**src/rtl/axi_wr_master.sv**
```systemverilog
// Burst write-data master: a key pulse emits data_len beats of DATA_INIT + k*DATA_STEP over VALID/READY/LAST.
// Optional stall timeout is compiled in with `define AXI_WR_MASTER_TIMEOUT_EN.
module axi_wr_master #(
    parameter int unsigned data_len    = 256,
    parameter logic [31:0] DATA_INIT   = 32'd1,
    parameter logic [31:0] DATA_STEP   = 32'd1,
    parameter int unsigned TIMEOUT_CYC = 1024
) (
    input  logic        clk,
    input  logic        rstn,
    input  logic        key,
    input  logic        M_WREADY,
    output logic [31:0] M_WDATA,
    output logic        M_WVALID,
    output logic        M_WLAST,
    output logic        busy,
    output logic        done,
    output logic        err
);

    typedef enum logic {
        IDLE = 1'b0,
        SEND = 1'b1
    } state_t;

    localparam logic [15:0] LAST_IDX = 16'(data_len - 1);

    if (data_len < 1 || data_len > 65535 || TIMEOUT_CYC < 1) begin : g_param_check
        $error("axi_wr_master: illegal data_len or TIMEOUT_CYC");
    end

    // Payload arithmetic wraps modulo 2^32 by construction.
    function automatic logic [31:0] next_beat(input logic [31:0] cur);
        return cur + DATA_STEP;
    endfunction

    state_t      state_q, state_d;
    logic [31:0] data_q, data_d;
    logic        vld_q, vld_d;
    logic        last_q, last_d;
    logic        busy_q, busy_d;
    logic        done_q, done_d;
    logic        err_q, err_d;
    logic [15:0] cnt_q, cnt_d;

`ifdef AXI_WR_MASTER_TIMEOUT_EN
    localparam logic [31:0] STALL_LIM = 32'(TIMEOUT_CYC - 1);
    logic [31:0] stall_q, stall_d;
`endif

    always_comb begin
        state_d = state_q;
        data_d  = data_q;
        vld_d   = vld_q;
        last_d  = last_q;
        busy_d  = busy_q;
        done_d  = 1'b0;
        err_d   = 1'b0;
        cnt_d   = cnt_q;
`ifdef AXI_WR_MASTER_TIMEOUT_EN
        stall_d = stall_q;
`endif
        case (state_q)
            IDLE: begin
                if (key) begin
                    state_d = SEND;
                    data_d  = DATA_INIT;
                    vld_d   = 1'b1;
                    last_d  = (LAST_IDX == 16'd0);
                    busy_d  = 1'b1;
                    cnt_d   = 16'd0;
`ifdef AXI_WR_MASTER_TIMEOUT_EN
                    stall_d = 32'd0;
`endif
                end
            end
            SEND: begin
                if (vld_q && M_WREADY) begin
`ifdef AXI_WR_MASTER_TIMEOUT_EN
                    stall_d = 32'd0;
`endif
                    if (last_q) begin
                        state_d = IDLE;
                        vld_d   = 1'b0;
                        last_d  = 1'b0;
                        busy_d  = 1'b0;
                        done_d  = 1'b1;
                        cnt_d   = 16'd0;
                    end else begin
                        data_d = next_beat(data_q);
                        cnt_d  = cnt_q + 16'd1;
                        last_d = ((cnt_q + 16'd1) == LAST_IDX);
                    end
                end
`ifdef AXI_WR_MASTER_TIMEOUT_EN
                // A transfer takes the branch above, so it always wins over the abort.
                else if (vld_q) begin
                    if (stall_q == STALL_LIM) begin
                        state_d = IDLE;
                        vld_d   = 1'b0;
                        last_d  = 1'b0;
                        busy_d  = 1'b0;
                        err_d   = 1'b1;
                        cnt_d   = 16'd0;
                        stall_d = 32'd0;
                    end else begin
                        stall_d = stall_q + 32'd1;
                    end
                end
`endif
            end
            default: state_d = IDLE;
        endcase
    end

    always_ff @(posedge clk or negedge rstn) begin
        if (!rstn) begin
            state_q <= IDLE;
            data_q  <= 32'd0;
            vld_q   <= 1'b0;
            last_q  <= 1'b0;
            busy_q  <= 1'b0;
            done_q  <= 1'b0;
            err_q   <= 1'b0;
            cnt_q   <= 16'd0;
        end else begin
            state_q <= state_d;
            data_q  <= data_d;
            vld_q   <= vld_d;
            last_q  <= last_d;
            busy_q  <= busy_d;
            done_q  <= done_d;
            err_q   <= err_d;
            cnt_q   <= cnt_d;
        end
    end

`ifdef AXI_WR_MASTER_TIMEOUT_EN
    always_ff @(posedge clk or negedge rstn) begin
        if (!rstn) begin
            stall_q <= 32'd0;
        end else begin
            stall_q <= stall_d;
        end
    end
`endif

    assign M_WDATA  = data_q;
    assign M_WVALID = vld_q;
    assign M_WLAST  = last_q;
    assign busy     = busy_q;
    assign done     = done_q;
    assign err      = err_q;

endmodule

```
**config.mk**
```make
export PLATFORM = sky130hd
export DESIGN_NAME = axi_wr_master
export DESIGN_NICKNAME = d
export VERILOG_FILES = /design/src/rtl/axi_wr_master.sv
export SDC_FILE = /design/constraint.sdc
export NUM_CORES = 1
export LEC_CHECK = 0
export ABC_CLOCK_PERIOD_IN_PS = 1900
export CAP_MARGIN = 30
export CORE_MARGIN = 4
export CORE_UTILIZATION = 49
export CTS_CLUSTER_SIZE = 14
export DETAILED_ROUTE_END_ITERATION = 6
export GPL_TIMING_DRIVEN = 0
export PLACE_DENSITY = 0.76
export SYNTH_ARGS = -nofsm -noshare
export SYNTH_HDL_FRONTEND = slang
export SYNTH_SLANG_ARGS = --single-unit
```
**constraint.sdc**
```tcl
create_clock -name clk -period 1.9 [get_ports clk]
set_clock_uncertainty 0.15 [all_clocks]
set_input_delay 0.38 -clock clk [delete_from_list [all_inputs] [get_ports clk]]
set_output_delay 0.38 -clock clk [all_outputs]
set_load 0.005 [all_outputs]
```
==> impl_metrics.xml <==
<?xml version="1.0" encoding="UTF-8"?>
<metrics>
  <group name="yosys">
    <metric name="synth_sequential_area_ratio" unit="%">45.8</metric>
    <metric name="syn_inst" unit="">318</metric>
    <metric name="post_synth_top_flop" unit="">sky130_fd_sc_hd__dfrtp_1</metric>
    <metric name="synth.largest_area_cell" unit="">sky130_fd_sc_hd__dfrtp_1</metric>
    <metric name="ys_async_sr_fraction" unit="%">100</metric>
    <metric name="netlist.area_leader.share" unit="%">45.8</metric>
    <metric name="synth-edff-count" unit="">0</metric>
    <metric name="syn-num-nets" unit="">325</metric>
    <metric name="mappedNetlistArea" unit="µm²">2840</metric>
    <metric name="postSynthAreaPerCell" unit="µm²">8.94</metric>
    <metric name="synth_area_leaders" unit="">sky130_fd_sc_hd__dfrtp_1 (46%), sky130_fd_sc_hd__o21ai_0 (6.0%), sky130_fd_sc_hd__xor2_1 (5.9%), sky130_fd_sc_hd__nor2_1 (4.6%), sky130_fd_sc_hd__nand2_1 (4.2%)</metric>
    <metric name="synth_cell_types" unit="">48</metric>
    <metric name="synth.yosys.warnings" unit="">0</metric>
    <metric name="postSynthRegisterBits" unit="">52</metric>
  </group>
  <group name="pwr">
    <metric name="vdd_ir_drop_max" unit="mV">0.437</metric>
    <metric name="power.density" unit="nW/µm²">727</metric>
    <metric name="power" unit="µW">2940</metric>
    <metric name="power_leakage" unit="µW">0.00187</metric>
  </group>
  <group name="clock_tree">
    <metric name="tritoncts.num_buffers" unit="">5</metric>
    <metric name="clkLatencyLatePin" unit="ps">300</metric>
    <metric name="clk_transition_reported_paths" unit="ps">90</metric>
    <metric name="cts_buffer_depth" unit="">2</metric>
    <metric name="clock_tree.root_cell" unit="">sky130_fd_sc_hd__clkbuf_8</metric>
    <metric name="clock_sink_count" unit="">52</metric>
    <metric name="tritoncts" unit="">done</metric>
    <metric name="ctsHtreeMaxLevel" unit="">2</metric>
  </group>
  <group name="timing">
    <metric name="max-slew-margin-rel" unit="%">65.7</metric>
    <metric name="achievable-frequency" unit="MHz">511</metric>
    <metric name="fin_ws" unit="ps">-58.9</metric>
    <metric name="maxSlewViolCount" unit="">0</metric>
    <metric name="rsz0062_at_grt" unit="">true</metric>
    <metric name="worst_margin_pin_slew" unit="ps">514</metric>
    <metric name="final_setup_violating_endpoints" unit="">9</metric>
    <metric name="final_hold_viol_count" unit="">0</metric>
    <metric name="finalCriticalPeriod" unit="ps">1960</metric>
    <metric name="final_period_util" unit="%">103</metric>
    <metric name="fin_setup_tns" unit="ps">-235</metric>
  </group>
  <group name="floorplan">
    <metric name="boundaryPins" unit="">41</metric>
    <metric name="dieHeight" unit="µm">84.2</metric>
    <metric name="initial_core_util" unit="%">51.0</metric>
    <metric name="floorplan.die_area" unit="µm²">7080</metric>
    <metric name="die_w" unit="µm">84.2</metric>
    <metric name="design.core.area" unit="µm²">5570</metric>
    <metric name="row_count" unit="">27</metric>
  </group>
  <group name="global_routing">
    <metric name="vias_in_the_first_global_route" unit="">2505</metric>
    <metric name="maximum_number_of_pins_on_one_net_before_global_route_repair" unit="">33</metric>
    <metric name="track_usage" unit="%">20.0</metric>
    <metric name="grt_pass1_wl" unit="µm">11900</metric>
    <metric name="globalRoute.totalOverflow" unit="">0</metric>
    <metric name="antenna_found_initial" unit="">0</metric>
  </group>
  <group name="critical_path">
    <metric name="reg2reg_depth" unit="">6</metric>
    <metric name="cp_data_required_time" unit="ps">1970</metric>
    <metric name="critical_path_peak_fanout" unit="">5</metric>
    <metric name="crit_type" unit="">flip-flop to flip-flop</metric>
    <metric name="cp-start-kind" unit="">flip-flop</metric>
    <metric name="timing.critical_path.to_type" unit="">flip-flop</metric>
    <metric name="cp_data_arrival_time" unit="ps">2030</metric>
  </group>
  <group name="detailed_routing">
    <metric name="drt_drc_violations_left" unit="">0</metric>
    <metric name="vias_per_cell" unit="">5.83</metric>
    <metric name="drtIter0Drc" unit="">182</metric>
    <metric name="drt_pre_antenna_iters" unit="">4</metric>
    <metric name="via_count" unit="">2788</metric>
    <metric name="drtAntennaViolNets" unit="">0</metric>
    <metric name="wl_per_cell" unit="µm">16.3</metric>
    <metric name="finalWirelength" unit="µm">7780</metric>
  </group>
  <group name="placed_design">
    <metric name="placedCellCount" unit="">430</metric>
    <metric name="post-dp-hpwl" unit="µm">4630</metric>
    <metric name="io_buffer_count" unit="">39</metric>
    <metric name="gp_routability_congestion" unit="">0.792</metric>
  </group>
  <group name="layout">
    <metric name="final_instance_count_without_filler_cells" unit="">478</metric>
    <metric name="finish.utilization" unit="%">72.6</metric>
    <metric name="num_antenna_cells" unit="">0</metric>
    <metric name="design.final.nets" unit="">412</metric>
    <metric name="layout.cells.most_common_list" unit="">sky130_fd_sc_hd__dfrtp_1 (42), sky130_fd_sc_hd__buf_4 (42), sky130_fd_sc_hd__nor2_1 (33)</metric>
    <metric name="layout-drive-gt1-share" unit="%">27.1</metric>
    <metric name="flow.area_growth_from_synthesis" unit="%">42.3</metric>
  </group>
  <group name="hold_path">
    <metric name="hold_path_depth" unit="">3</metric>
    <metric name="hold_class" unit="">input pin to flip-flop</metric>
  </group>
  <group name="run">
    <metric name="drv.max_cap_violation_count" unit="">0</metric>
  </group>
  <group name="status">
    <metric name="run_status" unit="">complete, but fails checks</metric>
    <metric name="violations" unit="">setup timing</metric>
  </group>
</metrics>
[what timing repair did]
action,4_1_cts,5_1_grt
pin swaps,16,9
hold buffers,1,0
cloned,1,1
hold endpoints to repair,20,0
gates resized for setup,28,46
setup endpoints to repair,50,37
setup buffers,16,25
[report_power, final]
part           internal, µW  leakage, µW  switching [µW]  total, µW
Clock                   465    0.0000645             352        817
Combinational           400      0.00112             372        772
Sequential             1210     0.000687             142       1350
[final cells by class]
type | count | area (µm²)
Multi-Input combinational cell | 242 | 1630
Fill cell | 380 | 1530
Inverter | 7 | 26.3
Sequential cell | 52 | 1310
Timing Repair Buffer | 83 | 746
Clock inverter | 1 | 30.0
Tap cell | 72 | 90.1
Clock buffer | 7 | 96.3
Buffer | 14 | 115
[state kept, by name, indices dropped and copies added, names as in the netlist]
signal and count:
done 1, M_WDATA 32, cnt_q 16, state_q 1
M_WLAST 1, busy 1
[Yosys cell counts (2+ instances only)]
library cell and number:
sky130_fd_sc_hd__or3_1 8, sky130_fd_sc_hd__mux2i_1 2, sky130_fd_sc_hd__dfrtp_1 52, sky130_fd_sc_hd__xor2_1 19, sky130_fd_sc_hd__ha_1 3, sky130_fd_sc_hd__buf_4 2, sky130_fd_sc_hd__clkbuf_2 2, sky130_fd_sc_hd__xnor2_1 4
sky130_fd_sc_hd__nor2_1 35, sky130_fd_sc_hd__and4_1 4, sky130_fd_sc_hd__and3_1 6, sky130_fd_sc_hd__nor3_1 5, sky130_fd_sc_hd__nand4_1 19, sky130_fd_sc_hd__nand2b_1 4, sky130_fd_sc_hd__clkbuf_1 11, sky130_fd_sc_hd__nand2_1 32
sky130_fd_sc_hd__inv_1 7, sky130_fd_sc_hd__buf_2 2, sky130_fd_sc_hd__a21oi_1 12, sky130_fd_sc_hd__and2_1 2, sky130_fd_sc_hd__nor4_1 2, sky130_fd_sc_hd__o211a_1 2, sky130_fd_sc_hd__nor2b_1 2, sky130_fd_sc_hd__nand3_1 14
sky130_fd_sc_hd__o31ai_1 4, sky130_fd_sc_hd__a31oi_1 6, sky130_fd_sc_hd__o21ai_0 34, sky130_fd_sc_hd__o41ai_1 3
[logic make-up after synthesis]
| group | synth area share, % |
|---|---|
| XOR/XNOR | 7.09 |
| other | 0.132 |
| AND/OR/NAND/NOR | 26.8 |
| AO/OA/AOI/OAI | 14.1 |
| flip-flops | 45.8 |
| adder cells (fa/ha/maj) | 1.32 |
| multiplexers | 0.704 |
| buffers and inverters | 4.01 |
[metrics by stage]
| stage | hold WS, ps | cell area [µm²] | worst slack (ps) |
|---|---|---|---|
| floorplan | -65.6 | 2890 | -6.07 |
| CTS | 377 | 3720 | -47.2 |
| finish | 269 | 4050 | -58.9 |
| global route | 283 | 4050 | -121 |
| detailed placement | 227 | 3380 | -673 |
| global placement | 357 | 3370 | -1300 |
[worst max-delay path: stages (launching register included)]
cell and delay [ps]:
sky130_fd_sc_hd__dfrtp_1 420, sky130_fd_sc_hd__nand4b_1 290, sky130_fd_sc_hd__a21boi_4 250, sky130_fd_sc_hd__nand4_4 150
sky130_fd_sc_hd__buf_8 160, sky130_fd_sc_hd__or3_4 320, sky130_fd_sc_hd__a21oi_2 130
[final timing paths]
check	endpoint	slack (ps)	from
worst max-delay path	M_WDATA[28]	-60	M_WLAST
worst min-delay path	state_q	270	key
worst max register to register	M_WDATA[28]	-60	M_WLAST
worst min register to register	cnt_q[13]	370	cnt_q[13]
max in group asynchronous	cnt_q[7]	610	rstn
min in group asynchronous	M_WDATA[31]	430	rstn
[metal layers]
| metal | GRT usage [%] | vias to the layer above | routed length [µm] |
|---|---|---|---|
| li1 | - | 1316 | - |
| met5 | 0 | - | 0 |
| met2 | 35.9 | 85 | 4070 |
| met3 | 2.75 | 14 | 345 |
| met1 | 25.6 | 1373 | 3230 |
| met4 | 4.53 | 0 | 131 |
Power figures use the tool's default switching activity.
